===== src/rtl/sram_fifo.sv =====
`default_nettype none
// +--------------------------------------------------------------------------+
// | sram_fifo: single-clock FIFO, registered read port, count-derived flags. |
// | Optional sticky error flags: define SRAM_FIFO_ERR_FLAGS_EN.              |
// | Revision: 1.0                                                            |
// +--------------------------------------------------------------------------+
module sram_fifo #(
  parameter int DATA_WIDTH   = 16,
  parameter int ADDR_WIDTH   = 3,
  parameter int AFULL_THRESH = 6
) (
  input  logic                  clk,
  input  logic                  rst_n,
  input  logic                  wr_en,
  input  logic [DATA_WIDTH-1:0] data_in,
  input  logic                  rd_en,
  output logic [DATA_WIDTH-1:0] data_out,
  output logic                  data_valid,
  output logic                  full,
  output logic                  empty,
  output logic                  almost_full,
  output logic [ADDR_WIDTH:0]   count,
  output logic                  ovf_err,
  output logic                  udf_err
);

  localparam int                 c_depth      = 2 ** ADDR_WIDTH;
  localparam logic [ADDR_WIDTH:0] c_depth_cnt = {1'b1, {ADDR_WIDTH{1'b0}}};
  localparam logic [ADDR_WIDTH:0] c_afull_cnt = (ADDR_WIDTH+1)'(AFULL_THRESH);

  logic [DATA_WIDTH-1:0] r_mem [0:c_depth-1];
  logic [ADDR_WIDTH-1:0] r_wr_ptr;
  logic [ADDR_WIDTH-1:0] r_rd_ptr;
  logic [ADDR_WIDTH:0]   r_count;
  logic [DATA_WIDTH-1:0] r_data_out;
  logic                  r_data_valid;
  logic                  w_wr_acc;
  logic                  w_rd_acc;

  // Flags come straight from the count register, so they never lag it.
  assign full        = (r_count == c_depth_cnt);
  assign empty       = (r_count == '0);
  assign almost_full = (r_count >= c_afull_cnt);
  assign count       = r_count;
  assign data_out    = r_data_out;
  assign data_valid  = r_data_valid;

  assign w_wr_acc = wr_en & ~full;
  assign w_rd_acc = rd_en & ~empty;

  always_ff @(posedge clk) begin
    if (w_wr_acc) begin
      r_mem[r_wr_ptr] <= data_in;
    end
  end

  always_ff @(posedge clk or negedge rst_n) begin
    if (!rst_n) begin
      r_wr_ptr     <= '0;
      r_rd_ptr     <= '0;
      r_count      <= '0;
      r_data_out   <= '0;
      r_data_valid <= 1'b0;
    end else begin
      r_data_valid <= w_rd_acc;
      if (w_wr_acc) begin
        r_wr_ptr <= r_wr_ptr + 1'b1;
      end
      if (w_rd_acc) begin
        r_rd_ptr   <= r_rd_ptr + 1'b1;
        r_data_out <= r_mem[r_rd_ptr];
      end
      r_count <= r_count + (ADDR_WIDTH+1)'(w_wr_acc) - (ADDR_WIDTH+1)'(w_rd_acc);
    end
  end

`ifdef SRAM_FIFO_ERR_FLAGS_EN
  logic r_ovf_err;
  logic r_udf_err;

  always_ff @(posedge clk or negedge rst_n) begin
    if (!rst_n) begin
      r_ovf_err <= 1'b0;
      r_udf_err <= 1'b0;
    end else begin
      r_ovf_err <= r_ovf_err | (wr_en & full);
      r_udf_err <= r_udf_err | (rd_en & empty);
    end
  end

  assign ovf_err = r_ovf_err;
  assign udf_err = r_udf_err;
`else
  assign ovf_err = 1'b0;
  assign udf_err = 1'b0;
`endif

endmodule
`default_nettype wire


===== config.mk =====
export PLATFORM = sky130hd
export DESIGN_NAME = sram_fifo
export DESIGN_NICKNAME = d
export VERILOG_FILES = /design/src/rtl/sram_fifo.sv
export SDC_FILE = /design/constraint.sdc
export NUM_CORES = 1
export LEC_CHECK = 0
export CORE_MARGIN = 3
export CORE_UTILIZATION = 45
export DETAILED_ROUTE_END_ITERATION = 7
export PLACE_DENSITY_LB_ADDON = 0.08
export SYNTH_ARGS = -nofsm -noshare
export SYNTH_HDL_FRONTEND = slang
export SYNTH_SLANG_ARGS = --single-unit

===== constraint.sdc =====
create_clock -name clk -period 2.6 [get_ports clk]
set_input_delay 0.26 -clock clk [delete_from_list [all_inputs] [get_ports clk]]
set_output_delay 0.26 -clock clk [all_outputs]
set_load 0.05 [all_outputs]

==> results of run 1 <==
## state kept, by name, indices dropped and copies added, names as in the netlist
register    cells
data_valid      1
r_wr_ptr        3
data_out       16
r_rd_ptr        3
count           4
r_mem         128
## worst reg2reg max path, delay by kind of cell (launching register included)
family / cells / cell delay (ns)
XOR/XNOR: 1 / 0.14
buffers and inverters: 3 / 0.18
adder cells (fa/ha/maj): 4 / 0.94
AND/OR/NAND/NOR: 2 / 0.66
flip-flops: 1 / 0.42
## power by group through the flow
| stage | combinational (mW) | sequential (mW) | clock (mW) |
|---|---|---|---|
| after floorplan | 1.87 | 4.05 | 0 |
| after global placement | 3.42 | 3.49 | 0 |
| after detailed placement | 3.44 | 3.51 | 0 |
| after CTS | 3.46 | 3.46 | 2.58 |
| after global routing | 3.66 | 3.51 | 2.68 |
| final | 3.42 | 3.46 | 2.53 |
## worst max-delay path by stage
stage | startpoint | to | slack, ns
after floorplan | count[3] | count[2] | -0.0007
after global placement | count[2] | count[2] | 0.19
after detailed placement | count[2] | count[2] | 0.13
after CTS | count[2] | count[2] | 0.12
after global routing | count[2] | count[2] | 0.04
final | count[2] | count[2] | 0.14
## kinds of logic after synthesis
kind of cell | share of synthesized area (%)
buffers and inverters | 2.91
flip-flops | 72.1
other | 0.0598
AO/OA/AOI/OAI | 8.50
XOR/XNOR | 0.838
AND/OR/NAND/NOR | 2.26
multiplexers | 11.2
adder cells (fa/ha/maj) | 2.12
## cell usage in the layout, fill, tap and decap left out, types with 2 or more instances in the layout
cell type and n:
o31ai_2 16, mux2_2 24, inv_1 5, xnor2_1 5, clkdlybuf4s50_1 41, ha_1 6, inv_2 4, dfrtp_1 24
nand2_1 5, nand3_1 2, nand3b_1 2, clkinv_4 2, clkinv_1 3, nand2b_1 3, bufinv_16 4, edfxtp_1 128
buf_4 18, clkinvlp_4 2, mux2i_1 32, nor2_1 6, o21ai_0 16, ha_4 2, nor3_2 2, o22ai_1 16
clkbuf_16 17, clkinv_2 3, dfrtp_2 3, mux2_1 10, conb_1 2, a22o_1 16, buf_12 2
## routing by layer
layer	global-route usage [%]	vias to the layer above	routed length, um
met5	0	-	0
met4	6.43	0	214
met3	4.27	17	954
met2	28.2	93	6190
met1	26.0	1681	5780
li1	-	1520	-
## layout make-up
class | count | share of cell area, %
Tap cell | 176 | 2.90
Timing Repair Buffer | 61 | 7.71
Multi-Input combinational cell | 175 | 21.3
Clock inverter | 14 | 2.36
Inverter | 10 | 0.527
Sequential cell | 155 | 59.6
Clock buffer | 18 | 5.65
==> summary.txt, run 1 <==
Floorplanning
  • Die H: 124 um
  • IO Count: 46
  • Core ar.: 0.0135 mm2
  • Die W: 124 um
  • Starting Density: 46.6%
  • Number of cell rows: 42
  • Die area: 0.0154 mm2

Clock tree
  • Clock transition at path regs: 0.06 ns
  • CTS Sinks: 155
  • Root buffer cell: clkbuf_16
  • Clk_lat worst skew: 0.42 ns
  • Resize count post-CTS: 0
  • CTS max path bufs: 2
  • CTS HTree Levels: 4
  • Num CTS Buffers: 17
  • Cts hold-fix bufs: 0
  • Post CTS Setup Buffer Count: 0
  • CTS tree: built

Worst setup path
  • Worst Path Required: 2.90 ns
  • Setup CP Type: reg -> reg
  • Reg-to-reg setup timing slack: 0.14 ns
  • CP peak stage delay: 0.44 ns
  • Critical path, cell by cell: inv_2 > ha_1 > or3b_1 > nand2_1 > ha_4 > inv_1 > ha_2 > inv_2 > fa_1 > xnor2_1
  • Worst R2R Path Depth: 10
  • Reg2reg end: count[2]
  • Reg2reg start: count[2]
  • Critical path's slowest cell: or3b_1
  • Worst EP arrival: 2.76 ns
  • Crit path depth: 10
  • Startpoint Class: flip-flop
  • CP Max Fanout: 5
  • Endpoint class of the critical path: flip-flop
  • Delay-heaviest family, CP: adder cells
  • Cell mode on critical path: inv_2
  • WP buf/inv: 3

Pwr
  • Clock power frac: 26.9%
  • Share of power burned in registers: 36.7%
  • Worst VDD drop: 581 uV
  • Sw Share: 34.5%
  • Pint: 6.16 mW
  • P_sw: 3.24 mW
  • Power per cell area: 1240 mW/mm2
  • PnR Total Power: 9.41 mW
  • Comb power frac: 36.3%
  • Leakage: 2.72 nW

STA
  • Final setup fails: 0
  • Unrepaired setup endpoints after global routing: no
  • Slew Viols, Final: 0
  • Slew HR: 34.8%
  • Slew of the pin with the lowest slew margin: 0.975 ns
  • Hold Fails Final Rpt: 0
  • Min Tclk post-route: 2.46 ns
  • Setup TNS Final: 0 ns
  • Final hold slack: 0.257 ns
  • Fmax: 407 MHz
  • Fin crit share: 94.4%
  • Fin worst setup slack: 0.145 ns
  • Clock Skew: 0.00570 ns

Placement
  • Port bufs: 43
  • Post-DP HPWL: 7850 um
  • DP Worst Slack: 0.128 ns
  • Routability cong.: 0.699
  • Placed cell areas: 0.00698 mm2
  • Placed Cells incl. Taps: 577

Logic synthesis
  • Seq cells post-synth: 155
  • Sequential area share after synthesis: 72.1%
  • Most frequent cells after synthesis: edfxtp_1 (128), mux2i_1 (32), dfrtp_1 (27)
  • Ys Warns: 0
  • Average size of a mapped cell: 17.5 um2
  • EDFF count, synth: 128
  • Cell area after synthesis: 0.00627 mm2
  • Dominant cells by area after synthesis: edfxtp_1 (61%), dfrtp_1 (11%), mux2i_1 (5.1%), mux2_2 (4.3%), o31ai_2 (3.2%)
  • Library cells used by synthesis: 33
  • Synth Flop Type: edfxtp_1
  • Cell count after synthesis: 358
  • Largest area contributor in the netlist: edfxtp_1
  • Dominant cell by count in the synthesized netlist: edfxtp_1
  • Fraction of registers with async set or reset after synthesis: 17.4%
  • Synth top area share: 61.3%

Global route
  • Largest net degree at the start of global routing: 42
  • First-pass GRT wire length: 19900 um
  • Total grt overflow: 0
  • Number of global-route vias before repair: 3346
  • Gr usage total: 18.4%
  • Initial antenna violation count: 0

Cells and area
  • Non-filler cells, final: 609
  • Antenna cells: 0
  • Area of the multi-input gates: 0.00162 mm2
  • Nets: 450
  • Final Instance Area: 0.00759 mm2
  • Final core occ: 56.4%
  • Layout cells sized above 1: 24.0%
  • FF+latch area: 0.00452 mm2
  • Layout area overhead: 21.1%
  • # fillers: 1108

Detailed routing
  • Pre-antenna DRT Iters: 4
  • Drt drc: 0
  • DRT antenna net count: 0
  • Total Wirelength: 13100 um
  • DR iter-0 viols: 269
  • DR WL/cell: 21.6 um
  • Vias post-DR: 3311
  • Vias/cell: 5.44

Flow run
  • Number of max-cap violations: 0

Worst hold path
  • Hold Crit Class: in -> async

Status
  • Status: finished, final reports clean
Note: power is estimated with default switching activity, not from simulation.
==> run 2, diff against run 1 <==
--- a/config.mk
+++ b/config.mk
@@ -7,6 +7,7 @@
 export LEC_CHECK = 0
 export CORE_MARGIN = 3
 export CORE_UTILIZATION = 45
+export CTS_CLUSTER_SIZE = 8
 export DETAILED_ROUTE_END_ITERATION = 7
 export PLACE_DENSITY_LB_ADDON = 0.08
 export SYNTH_ARGS = -nofsm -noshare
==> results of run 2 <==
Same layout as run 1: the final DEF is identical, and so are final timing and power.
==> RTL change: new RTL, settings of run 2 <==
The option `SRAM_FIFO_ERR_FLAGS_EN` is turned on by a define.
--- a/src/rtl/sram_fifo.sv
+++ b/src/rtl/sram_fifo.sv
@@ -5,4 +5,6 @@
 // | Revision: 1.0                                                            |
 // +--------------------------------------------------------------------------+
+`define SRAM_FIFO_ERR_FLAGS_EN
+
 module sram_fifo #(
   parameter int DATA_WIDTH   = 16,
Check against the original RTL: not equivalent (a bounded check fails within 4 cycles, from zero or initial values and one cycle with rst_n low).
==> RTL change against run 2 <==
Non-clock buffer count increased by 3. Die area increased by 0.89%. Area after synthesis increased by 0.94%. Maximum frequency increased by 2.5%. Sequential share of layout area increased by 0.68 points. Clock skew increased by 0.0025 ns. Sequential cell count increased by 2. Worst setup slack improved by 0.059 ns. Design area about the same. Total power decreased by 1.6%. First-iteration DRC count decreased by 15%. Routed wire length decreased by 1.1%. Largest power group unchanged.
==> RTL change: results (changes against run 2) <==
Nets 455 (+1.1%); pin slew with the least headroom to its limit 0.814 ns (-0.161 ns); length of routed met3 wiring 770 um (-19%); share of synthesized area occupied by flip-flops and latches 72.2% (+0.12 points); Synth area leaders sky130_fd_sc_hd__edfxtp_1 (61%), sky130_fd_sc_hd__dfrtp_1 (11%), sky130_fd_sc_hd__mux2i_1 (5.1%); Worst Setup EP count[3]$_DFF_PN0_; number of flops mapped to enable cells by yosys 128 (unchanged); clk pwr 2260 uW (-11%); routing usage on met1 23.8% (-2.2 points); final worst clock skew 0.00824 ns (+0.00253 ns); synthesized netlist cell count 360 (+0.56%); Worst Path Arrival 2.72 ns (-0.04 ns); pin count of the biggest net entering global routing 25 (-40%); number of ordinary and repair buffers in the finished layout 64 (+4.9%); wire length the detailed router placed on met1 5820 um (+0.61%); first-pass GRT wire length 20000 um (+0.31%); proportion of synthesized flip-flops having asynchronous set or reset 18.5% (+1.1 points); number of iterations in the first detailed-routing pass 5 (+1); met2 Resource Use GR 27.8% (-0.45 points); register area 0.00457 mm^2 (+1.1%); vias post-DR 3289 (-0.66%); all-layer global routing usage 17.4% (-0.97 points); DR iter-0 viols 228 (-15%); placer's final routability congestion estimate 0.727 (+4.0%); switching power 3240 uW (about the same); proportion of layout cells with a drive suffix above 1 20.3% (-3.7 points); peak ir drop on the vdd network 0.814 mV (+40%); register-to-register setup slack 0.20 ns (+0.06 ns); count of fill cells added during filler insertion 1068 (-3.6%); delay of the slowest cell on the worst path 0.42 ns (-0.02 ns); final-layout clock buffer total 24 (+6); standby leakage power 0.00274 uW (+0.63%); status completed; number of different library cells in the post-synthesis netlist 35 (+6.1%); number of vias per cell 5.36 (-1.5%); final-layout clock-cell area share 7.25% (-0.76 points); number of placed instances with taps included 582 (+0.87%); port bufs 45 (+4.7%); multi-input gate share of total cell area 20.8% (-0.44 points)
-- RTL change: changes by cell type in the layout (fill, tap and decap cells not counted), sizes merged --
cell and change:
clkbuf +6, bufinv -3, clkinv -3, a21o +2, clkdlybuf4s50 +2, conb -2
dfrtp +2, dlygate4sd2 +1
-- RTL change: kinds of logic after synthesis --
family	after synthesis	synth area share, %
AO/OA/AOI/OAI	68	8.66
XOR/XNOR	6	0.831
adder cells (fa/ha/maj)	10	2.10
buffers and inverters	28	3.03
flip-flops	157	72.2
multiplexers	66	11.1
AND/OR/NAND/NOR	25	2.06
-- RTL change: through the flow --
stage | instance area, um^2 | hold WS [ns] | setup WS, ns
after floorplan | 6340 | -0.0356 | 0.0313
after global placement | 7040 | 0.440 | 0.236
after detailed placement | 7040 | 0.453 | 0.200
after CTS | 7590 | 0.345 | 0.185
after global routing | 7590 | 0.358 | 0.0266
final | 7590 | 0.325 | 0.204
-- RTL change: repair_timing --
item	CTS	global route
hold buffers	0	0
resized for setup	1	0
setup endpoints to repair	1	0
